--- config.mk ---
export PLATFORM = sky130hd
export DESIGN_NAME = rsa_controller
export DESIGN_NICKNAME = d
export VERILOG_FILES = /design/src/rtl/rsa_ctrl_pkg.sv /design/src/rtl/rsa_controller.sv
export SDC_FILE = /design/constraint.sdc
export NUM_CORES = 1
export LEC_CHECK = 0
export BUFFER_PORTS_ARGS = -buffer_cell sky130_fd_sc_hd__buf_2
export CAP_MARGIN = 20
export CELL_PAD_IN_SITES_DETAIL_PLACEMENT = 1
export CELL_PAD_IN_SITES_GLOBAL_PLACEMENT = 1
export CORE_MARGIN = 3
export CORE_UTILIZATION = 40
export DETAILED_ROUTE_END_ITERATION = 7
export GPL_TIMING_DRIVEN = 0
export PLACE_DENSITY = 0.75
export SLEW_MARGIN = 15
export SYNTH_ARGS = -nofsm -noshare
export SYNTH_HDL_FRONTEND = slang
export SYNTH_SLANG_ARGS = --single-unit
--- constraint.sdc ---
create_clock -name clk -period 2.8 [get_ports clk]
set_input_delay 0.56 -clock clk [delete_from_list [all_inputs] [get_ports clk]]
set_output_delay 0.56 -clock clk [all_outputs]
set_load 0.03 [all_outputs]
--- src/rtl/rsa_ctrl_pkg.sv ---
// Shared types and defaults for the modular-exponentiation sequencer.
package rsa_ctrl_pkg;

   localparam int unsigned OP_W   = 2;
   localparam int unsigned DATA_W = 13;
   localparam int unsigned MSG_W  = 8;
   localparam int unsigned RES_W  = 16;
   localparam int unsigned CNT_W  = 16;
   localparam int unsigned WAIT_W = 8;

   localparam logic [DATA_W-1:0] E_RESET_DEF      = 13'd17;
   localparam logic [DATA_W-1:0] N_RESET_DEF      = 13'd3233;
   localparam int unsigned       INIT_TIMEOUT_DEF = 8;

   typedef enum logic [OP_W-1:0] {
      OP_RSVD    = 2'd0,
      OP_ENCRYPT = 2'd1,
      OP_LOAD_E  = 2'd2,
      OP_LOAD_N  = 2'd3
   } op_e;

   typedef enum logic [3:0] {
      ST_RESYNC_E,
      ST_RESYNC_N,
      ST_IDLE,
      ST_INIT,
      ST_WAIT_INIT,
      ST_MUL,
      ST_MOD,
      ST_DONE,
      ST_CAPTURE,
      ST_LOAD,
      ST_RESP
   } state_e;

   typedef struct packed {
      op_e               op;
      logic [DATA_W-1:0] data;
   } cmd_t;

   typedef struct packed {
      logic initialize;
      logic en_multiply;
      logic en_modulo;
      logic done;
      logic update_e;
      logic update_n;
   } dp_strb_t;

   // A key load is legal when e is non-zero and n is at least 2.
   function automatic logic load_ok(input op_e op, input logic [DATA_W-1:0] v);
      case (op)
         OP_LOAD_E: return (v != '0);
         OP_LOAD_N: return (v >= DATA_W'(2));
         default:   return 1'b0;
      endcase
   endfunction

endpackage

--- src/rtl/rsa_controller.sv ---
// Command sequencer for the modexp datapath: resyncs the key after reset,
// runs init / multiply-modulo loops, validates key loads and returns responses.
module rsa_controller
   import rsa_ctrl_pkg::*;
#(
   parameter logic [DATA_W-1:0] E_RESET      = E_RESET_DEF,
   parameter logic [DATA_W-1:0] N_RESET      = N_RESET_DEF,
   parameter int unsigned       INIT_TIMEOUT = INIT_TIMEOUT_DEF
) (
   input  logic              clk,
   input  logic              rst_n,
   input  logic              cmd_valid_i,
   output logic              cmd_ready_o,
   input  logic [OP_W-1:0]   cmd_op_i,
   input  logic [DATA_W-1:0] cmd_data_i,
   output logic              res_valid_o,
   input  logic              res_ready_i,
   output logic [RES_W-1:0]  res_data_o,
   output logic              res_err_o,
   output logic              busy_o,
   output logic [DATA_W-1:0] dp_data_o,
   output logic              dp_initialize_o,
   output logic              dp_en_multiply_o,
   output logic              dp_en_modulo_o,
   output logic              dp_done_o,
   output logic              dp_update_e_o,
   output logic              dp_update_n_o,
   input  logic              dp_is_init_done_i,
   input  logic              dp_is_multiplication_done_i,
   input  logic [RES_W-1:0]  dp_output_data_i
);

   state_e             state_q, state_d;
   cmd_t               cmd_q, cmd_d;
   logic [CNT_W-1:0]   cnt_q, cnt_d;
   logic [WAIT_W-1:0]  wcnt_q, wcnt_d;
   logic [DATA_W-1:0]  e_sh_q, e_sh_d;
   logic [DATA_W-1:0]  n_sh_q, n_sh_d;
   dp_strb_t           strb_q, strb_d;
   logic [DATA_W-1:0]  dp_data_q, dp_data_d;
   logic [RES_W-1:0]   res_data_q, res_data_d;
   logic               res_err_q, res_err_d;
   logic               res_valid_q, res_valid_d;
   logic               cmd_ready_q, cmd_ready_d;
   logic               busy_q, busy_d;
   op_e                op_in;

   logic unused_mul_done;
   assign unused_mul_done = dp_is_multiplication_done_i;

   assign op_in = op_e'(cmd_op_i);

   always_ff @(posedge clk or negedge rst_n) begin
      if (!rst_n) begin
         state_q     <= ST_RESYNC_E;
         cmd_q       <= '0;
         cnt_q       <= '0;
         wcnt_q      <= '0;
         e_sh_q      <= E_RESET;
         n_sh_q      <= N_RESET;
         strb_q      <= '0;
         dp_data_q   <= '0;
         res_data_q  <= '0;
         res_err_q   <= 1'b0;
         res_valid_q <= 1'b0;
         cmd_ready_q <= 1'b0;
         busy_q      <= 1'b0;
      end else begin
         state_q     <= state_d;
         cmd_q       <= cmd_d;
         cnt_q       <= cnt_d;
         wcnt_q      <= wcnt_d;
         e_sh_q      <= e_sh_d;
         n_sh_q      <= n_sh_d;
         strb_q      <= strb_d;
         dp_data_q   <= dp_data_d;
         res_data_q  <= res_data_d;
         res_err_q   <= res_err_d;
         res_valid_q <= res_valid_d;
         cmd_ready_q <= cmd_ready_d;
         busy_q      <= busy_d;
      end
   end

   // Outputs are computed for the state being entered, so every strobe is a register.
   always_comb begin
      state_d     = state_q;
      cmd_d       = cmd_q;
      cnt_d       = cnt_q;
      wcnt_d      = wcnt_q;
      e_sh_d      = e_sh_q;
      n_sh_d      = n_sh_q;
      res_data_d  = res_data_q;
      res_err_d   = res_err_q;
      strb_d      = '0;
      dp_data_d   = '0;
      res_valid_d = 1'b0;
      cmd_ready_d = 1'b0;

      case (state_q)
         // Reset holds the strobes low, so the first cycle out of reset issues update_e.
         ST_RESYNC_E: begin
            if (!strb_q.update_e) begin
               strb_d.update_e = 1'b1;
               dp_data_d       = E_RESET;
            end else begin
               state_d         = ST_RESYNC_N;
               strb_d.update_n = 1'b1;
               dp_data_d       = N_RESET;
            end
         end
         ST_RESYNC_N: begin
            state_d     = ST_IDLE;
            cmd_ready_d = 1'b1;
         end
         ST_IDLE: begin
            if (cmd_valid_i && cmd_ready_q) begin
               cmd_d.op   = op_in;
               cmd_d.data = cmd_data_i;
               res_data_d = '0;
               res_err_d  = 1'b0;
               case (op_in)
                  OP_ENCRYPT: begin
                     state_d           = ST_INIT;
                     strb_d.initialize = 1'b1;
                     dp_data_d         = DATA_W'(cmd_data_i[MSG_W-1:0]);
                     cnt_d             = CNT_W'(e_sh_q) - CNT_W'(1);
                  end
                  OP_LOAD_E, OP_LOAD_N: begin
                     state_d = ST_LOAD;
                     if (load_ok(op_in, cmd_data_i)) begin
                        dp_data_d = cmd_data_i;
                        if (op_in == OP_LOAD_E) begin
                           strb_d.update_e = 1'b1;
                           e_sh_d          = cmd_data_i;
                        end else begin
                           strb_d.update_n = 1'b1;
                           n_sh_d          = cmd_data_i;
                        end
                     end
                  end
                  default: begin
                     state_d     = ST_RESP;
                     res_valid_d = 1'b1;
                     res_err_d   = 1'b1;
                  end
               endcase
            end else begin
               cmd_ready_d = 1'b1;
            end
         end
         ST_INIT: begin
            state_d = ST_WAIT_INIT;
            wcnt_d  = '0;
         end
         // The flag seen in the first wait cycle predates the initialize strobe.
         ST_WAIT_INIT: begin
            if ((wcnt_q != '0) && dp_is_init_done_i) begin
               if (cnt_q != '0) begin
                  state_d            = ST_MUL;
                  strb_d.en_multiply = 1'b1;
               end else begin
                  state_d          = ST_MOD;
                  strb_d.en_modulo = 1'b1;
               end
            end else if (wcnt_q == WAIT_W'(INIT_TIMEOUT - 1)) begin
               state_d     = ST_RESP;
               res_valid_d = 1'b1;
               res_err_d   = 1'b1;
               res_data_d  = '0;
            end else begin
               wcnt_d = wcnt_q + WAIT_W'(1);
            end
         end
         ST_MUL: begin
            cnt_d            = cnt_q - CNT_W'(1);
            state_d          = ST_MOD;
            strb_d.en_modulo = 1'b1;
         end
         ST_MOD: begin
            if (cnt_q == '0) begin
               state_d     = ST_DONE;
               strb_d.done = 1'b1;
            end else begin
               state_d            = ST_MUL;
               strb_d.en_multiply = 1'b1;
            end
         end
         ST_DONE: begin
            state_d = ST_CAPTURE;
         end
         ST_CAPTURE: begin
            state_d     = ST_RESP;
            res_valid_d = 1'b1;
            res_data_d  = dp_output_data_i;
            res_err_d   = 1'b0;
         end
         ST_LOAD: begin
            state_d     = ST_RESP;
            res_valid_d = 1'b1;
            res_data_d  = '0;
            res_err_d   = !load_ok(cmd_q.op, cmd_q.data);
         end
         ST_RESP: begin
            if (res_ready_i) begin
               state_d     = ST_IDLE;
               cmd_ready_d = 1'b1;
            end else begin
               res_valid_d = 1'b1;
            end
         end
         default: begin
            state_d = ST_RESYNC_E;
         end
      endcase

      busy_d = (state_d != ST_IDLE);
   end

   assign cmd_ready_o      = cmd_ready_q;
   assign res_valid_o      = res_valid_q;
   assign res_data_o       = res_data_q;
   assign res_err_o        = res_err_q;
   assign busy_o           = busy_q;
   assign dp_data_o        = dp_data_q;
   assign dp_initialize_o  = strb_q.initialize;
   assign dp_en_multiply_o = strb_q.en_multiply;
   assign dp_en_modulo_o   = strb_q.en_modulo;
   assign dp_done_o        = strb_q.done;
   assign dp_update_e_o    = strb_q.update_e;
   assign dp_update_n_o    = strb_q.update_n;

endmodule

==> flow_summary_export.csv <==
group,metric,value,unit
run_status,outcome,"finished, final reports clean",
die,core_area,0.0111,sq mm
cells_and_area,regArea,0.00238,sq mm
critical_path,critPathArrivalTime,2.76,ns
critical_path,crit_required,3.00,ns
timing,maxSlewViolCount,0,
timing,finalCritPeriodShare,0.915,
global_routing,met3_usage,0.0414,
critical_path,start_kind,"register",
timing,worstMarginPinSlew,1.01,ns
global_routing,grt_pass1_wl,22.0,mm
critical_path,rr_worst_depth,6,
logic_synthesis,synth.area.top_cells,"dfrtp_1 (50%), nand2_1 (4.5%), a22o_1 (3.0%)",
timing,period_minus_slack,2.56,ns
die,io-pin-count,76,
route,drt.antenna.violating_nets,0,
clock_tree,post_cts_buffers,0,
logic_synthesis,seq_area_frac_synth,0.514,
logic_synthesis,async_flop_share,1.00,
critical_path,r2r-start,"state_q[1]$_DFF_PN0_",
logic_synthesis,yosysTopAreaCell,"dfrtp_1",
timing,finalSetupTns,0,ns
die,row_count,38,
global_routing,met1_usage,0.280,
global_routing,antenna_found_initial,0,
logic_synthesis,yosysTopAreaCellShare,0.503,
logic_synthesis,synth_most_common_cell,"dfrtp_1",
route,dr_total_vias,3960,
global_routing,grt.busiest_layer,"met2",
clock_tree,cts_tree,"built",
route,routed_via_density,5.76,
global_routing,grt_pass1_vias,4292,
cells_and_area,final_cells,688,
cells_and_area,multi_input_area,0.00207,sq mm
place,io_buffers,74,
place,dp.cells,671,
logic_synthesis,synth_cell_type_count,68,
power_and_ir_drop,peakVddDrop,0.446,mV
timing,slew_headroom,0.318,
die,start_util,0.418,
clock_tree,cts_resized,0,
flow_run,drv_cap,0,
min_path,hp-class,"in -> async",
clock_tree,clkLatencyLatePin,0.34,ns
timing,setup_slack,0.239,ns
cells_and_area,area_delta_synth_final,19.0,%
logic_synthesis,syn-instance-count,456,
critical_path,reg2reg_slack,0.24,ns
clock_tree,cts_hold_buf,0,
global_routing,grt_overflow,0,
die,die_width,114,microns
critical_path,crit_path_start,"state_q[1]$_DFF_PN0_",
logic_synthesis,avgSynthCellArea,10.2,sq um
place,dpl.hpwl,9.68,mm
timing,final_hold_viol_count,0,
critical_path,crit_end,"cnt_q[5]$_DFFE_PN0P_",
timing,fmax,0.390,GHz
clock_tree,cts_max_level,3,
clock_tree,cts_made_buffers,9,
timing,fin_skew,0.00978,ns
route,dr.pass1.iters,4,
die,die-area,0.0129,sq mm
logic_synthesis,synth_seq_cells,95,
route,drt_iter0_drc,122,
logic_synthesis,syn_area,0.00463,sq mm
logic_synthesis,synth_edf_count,0,
critical_path,worstSetupPathType,"reg -> reg",
timing,rsz0062_at_grt,"no",
clock_tree,clock_path_buffers,2,
logic_synthesis,synthTopCellsByCount,"dfrtp_1 (93), nand2_1 (55), nor2_1 (29)",
critical_path,timing.rr.end,"cnt_q[5]$_DFFE_PN0P_",
place,pre_cts_ws,0.302,ns
power_and_ir_drop,p_per_area,1060,mW/mm^2
timing,finalSetupViolations,0,
clock_tree,cts_sinks,95,
route,wire_per_inst,19.4,microns
global_routing,grt_util_all_layers,0.216,
logic_synthesis,ys_warn_count,0,
cells_and_area,nets,584,
global_routing,grt_max_degree,63,
critical_path,crit_fanout,10,
critical_path,end_kind,"register",
clock_tree,cts_root_buf,"clkbuf_16",
global_routing,grtUsageMet2,0.370,
cells_and_area,diodes,0,
die,fp.dieH,114,microns
place,gp_congestion,0.918,
cells_and_area,num-fill-cells,1261,
clock_tree,path_clk_slew,0.07,ns
route,drc,0,
cells_and_area,drive_above_1_share,0.223,
route,finalWirelength,13.4,mm
logic_synthesis,ys.flop_type,"dfrtp_1",
power_and_ir_drop,p_leak,2.59,nW
logic_synthesis,synth_nets,497,
## worst max-delay path: stages (launching register included)
cell and delay [ns]:
dfrtp_1 0.38, buf_6 0.13, nor4bb_1 0.86, clkbuf_1 0.49, nand2_1 0.09, o311ai_0 0.32
o211ai_1 0.15
## per-stage QoR
stage	power, mW	instance area [sq um]	utilization	hold slack, ns
floorplan	3.85	4630	-	0.264
global placement	4.48	5170	0.467	0.462
detailed placement	4.60	5200	0.470	0.469
CTS	5.89	5500	0.497	0.181
global route	6.25	5510	0.497	0.195
finish	5.85	5510	0.497	0.172
## sequential cells by signal, indices dropped and copies added (netlist names)
| name | count |
|---|---|
| dp_update_e_o | 1 |
| cnt_q | 16 |
| cmd_q | 15 |
| e_sh_q | 13 |
| res_err_o | 1 |
| dp_initialize_o | 1 |
| res_data_o | 16 |
| wcnt_q | 8 |
| busy_o | 1 |
| dp_en_modulo_o | 1 |
| res_valid_o | 1 |
| dp_data_o | 13 |
| dp_done_o | 1 |
| cmd_ready_o | 1 |
| dp_update_n_o | 1 |
| dp_en_multiply_o | 1 |
| state_q | 4 |
## report_power, final
group / switching, mW / total, mW / internal, mW / leakage (nW)
combinational: 1.41 / 2.27 / 0.855 / 1.22
sequential: 0.441 / 2.33 / 1.89 / 1.22
clock: 0.546 / 1.25 / 0.700 / 0.143
total: 2.40 / 5.85 / 3.45 / 2.59
## layout make-up
type,instances,share of cell area
inverters,18,0.0123
multi-input cells,318,0.376
clock buffers,10,0.0416
well taps,140,0.0318
repair buffers,76,0.0736
plain buffers,25,0.0202
flip-flops and latches,95,0.432
clock inverters,6,0.0125
## kinds of logic after synthesis
| logic type | Yosys count | synth area share |
|---|---|---|
| compound gates | 112 | 0.175 |
| flops | 95 | 0.514 |
| buf+inv | 43 | 0.0386 |
| simple gates | 175 | 0.203 |
| mux | 15 | 0.0357 |
| fa+ha+maj | 4 | 0.0108 |
| xor+xnor | 12 | 0.0227 |
## layout by cell type (no fill, tap or decap), types with 5 or more instances in the layout
| master | n |
|---|---|
| a22o_1 | 16 |
| or3_1 | 7 |
| inv_1 | 17 |
| nor4_1 | 14 |
| clkbuf_1 | 22 |
| dfrtp_1 | 93 |
| clkbuf_16 | 9 |
| xnor2_1 | 11 |
| or4_1 | 5 |
| o21a_1 | 5 |
| o31ai_1 | 6 |
| nor2_1 | 29 |
| a21o_1 | 7 |
| o21ai_0 | 21 |
| o211ai_1 | 5 |
| nand3_1 | 7 |
| and3_1 | 5 |
| nor3_1 | 16 |
| mux2_2 | 12 |
| nand2_1 | 55 |
| nand4_1 | 5 |
| buf_2 | 75 |
| a21oi_1 | 15 |
## routing by layer
metal,vias to the layer above,share of wire
met5,-,0
met4,0,0.014
met3,16,0.038
met2,94,0.50
met1,1998,0.45
li1,1852,-
## worst min path at each step
stage / start / endpoint / slack [ns] / cells after the start
final: rst_n / dp_data_o[12]$_DFF_PN0_ / 0.17 / 1
after detailed placement: cmd_q[4]$_DFFE_PN0P_ / cmd_q[4]$_DFFE_PN0P_ / 0.47 / 2
after CTS: rst_n / dp_data_o[12]$_DFF_PN0_ / 0.18 / 1
after global placement: cmd_q[2]$_DFFE_PN0P_ / cmd_q[2]$_DFFE_PN0P_ / 0.46 / 2
after global routing: rst_n / dp_data_o[12]$_DFF_PN0_ / 0.20 / 1
after floorplan: rst_n / busy_o$_DFF_PN0_ / 0.26 / 0
No activity file was read; power rests on OpenSTA's default activity.
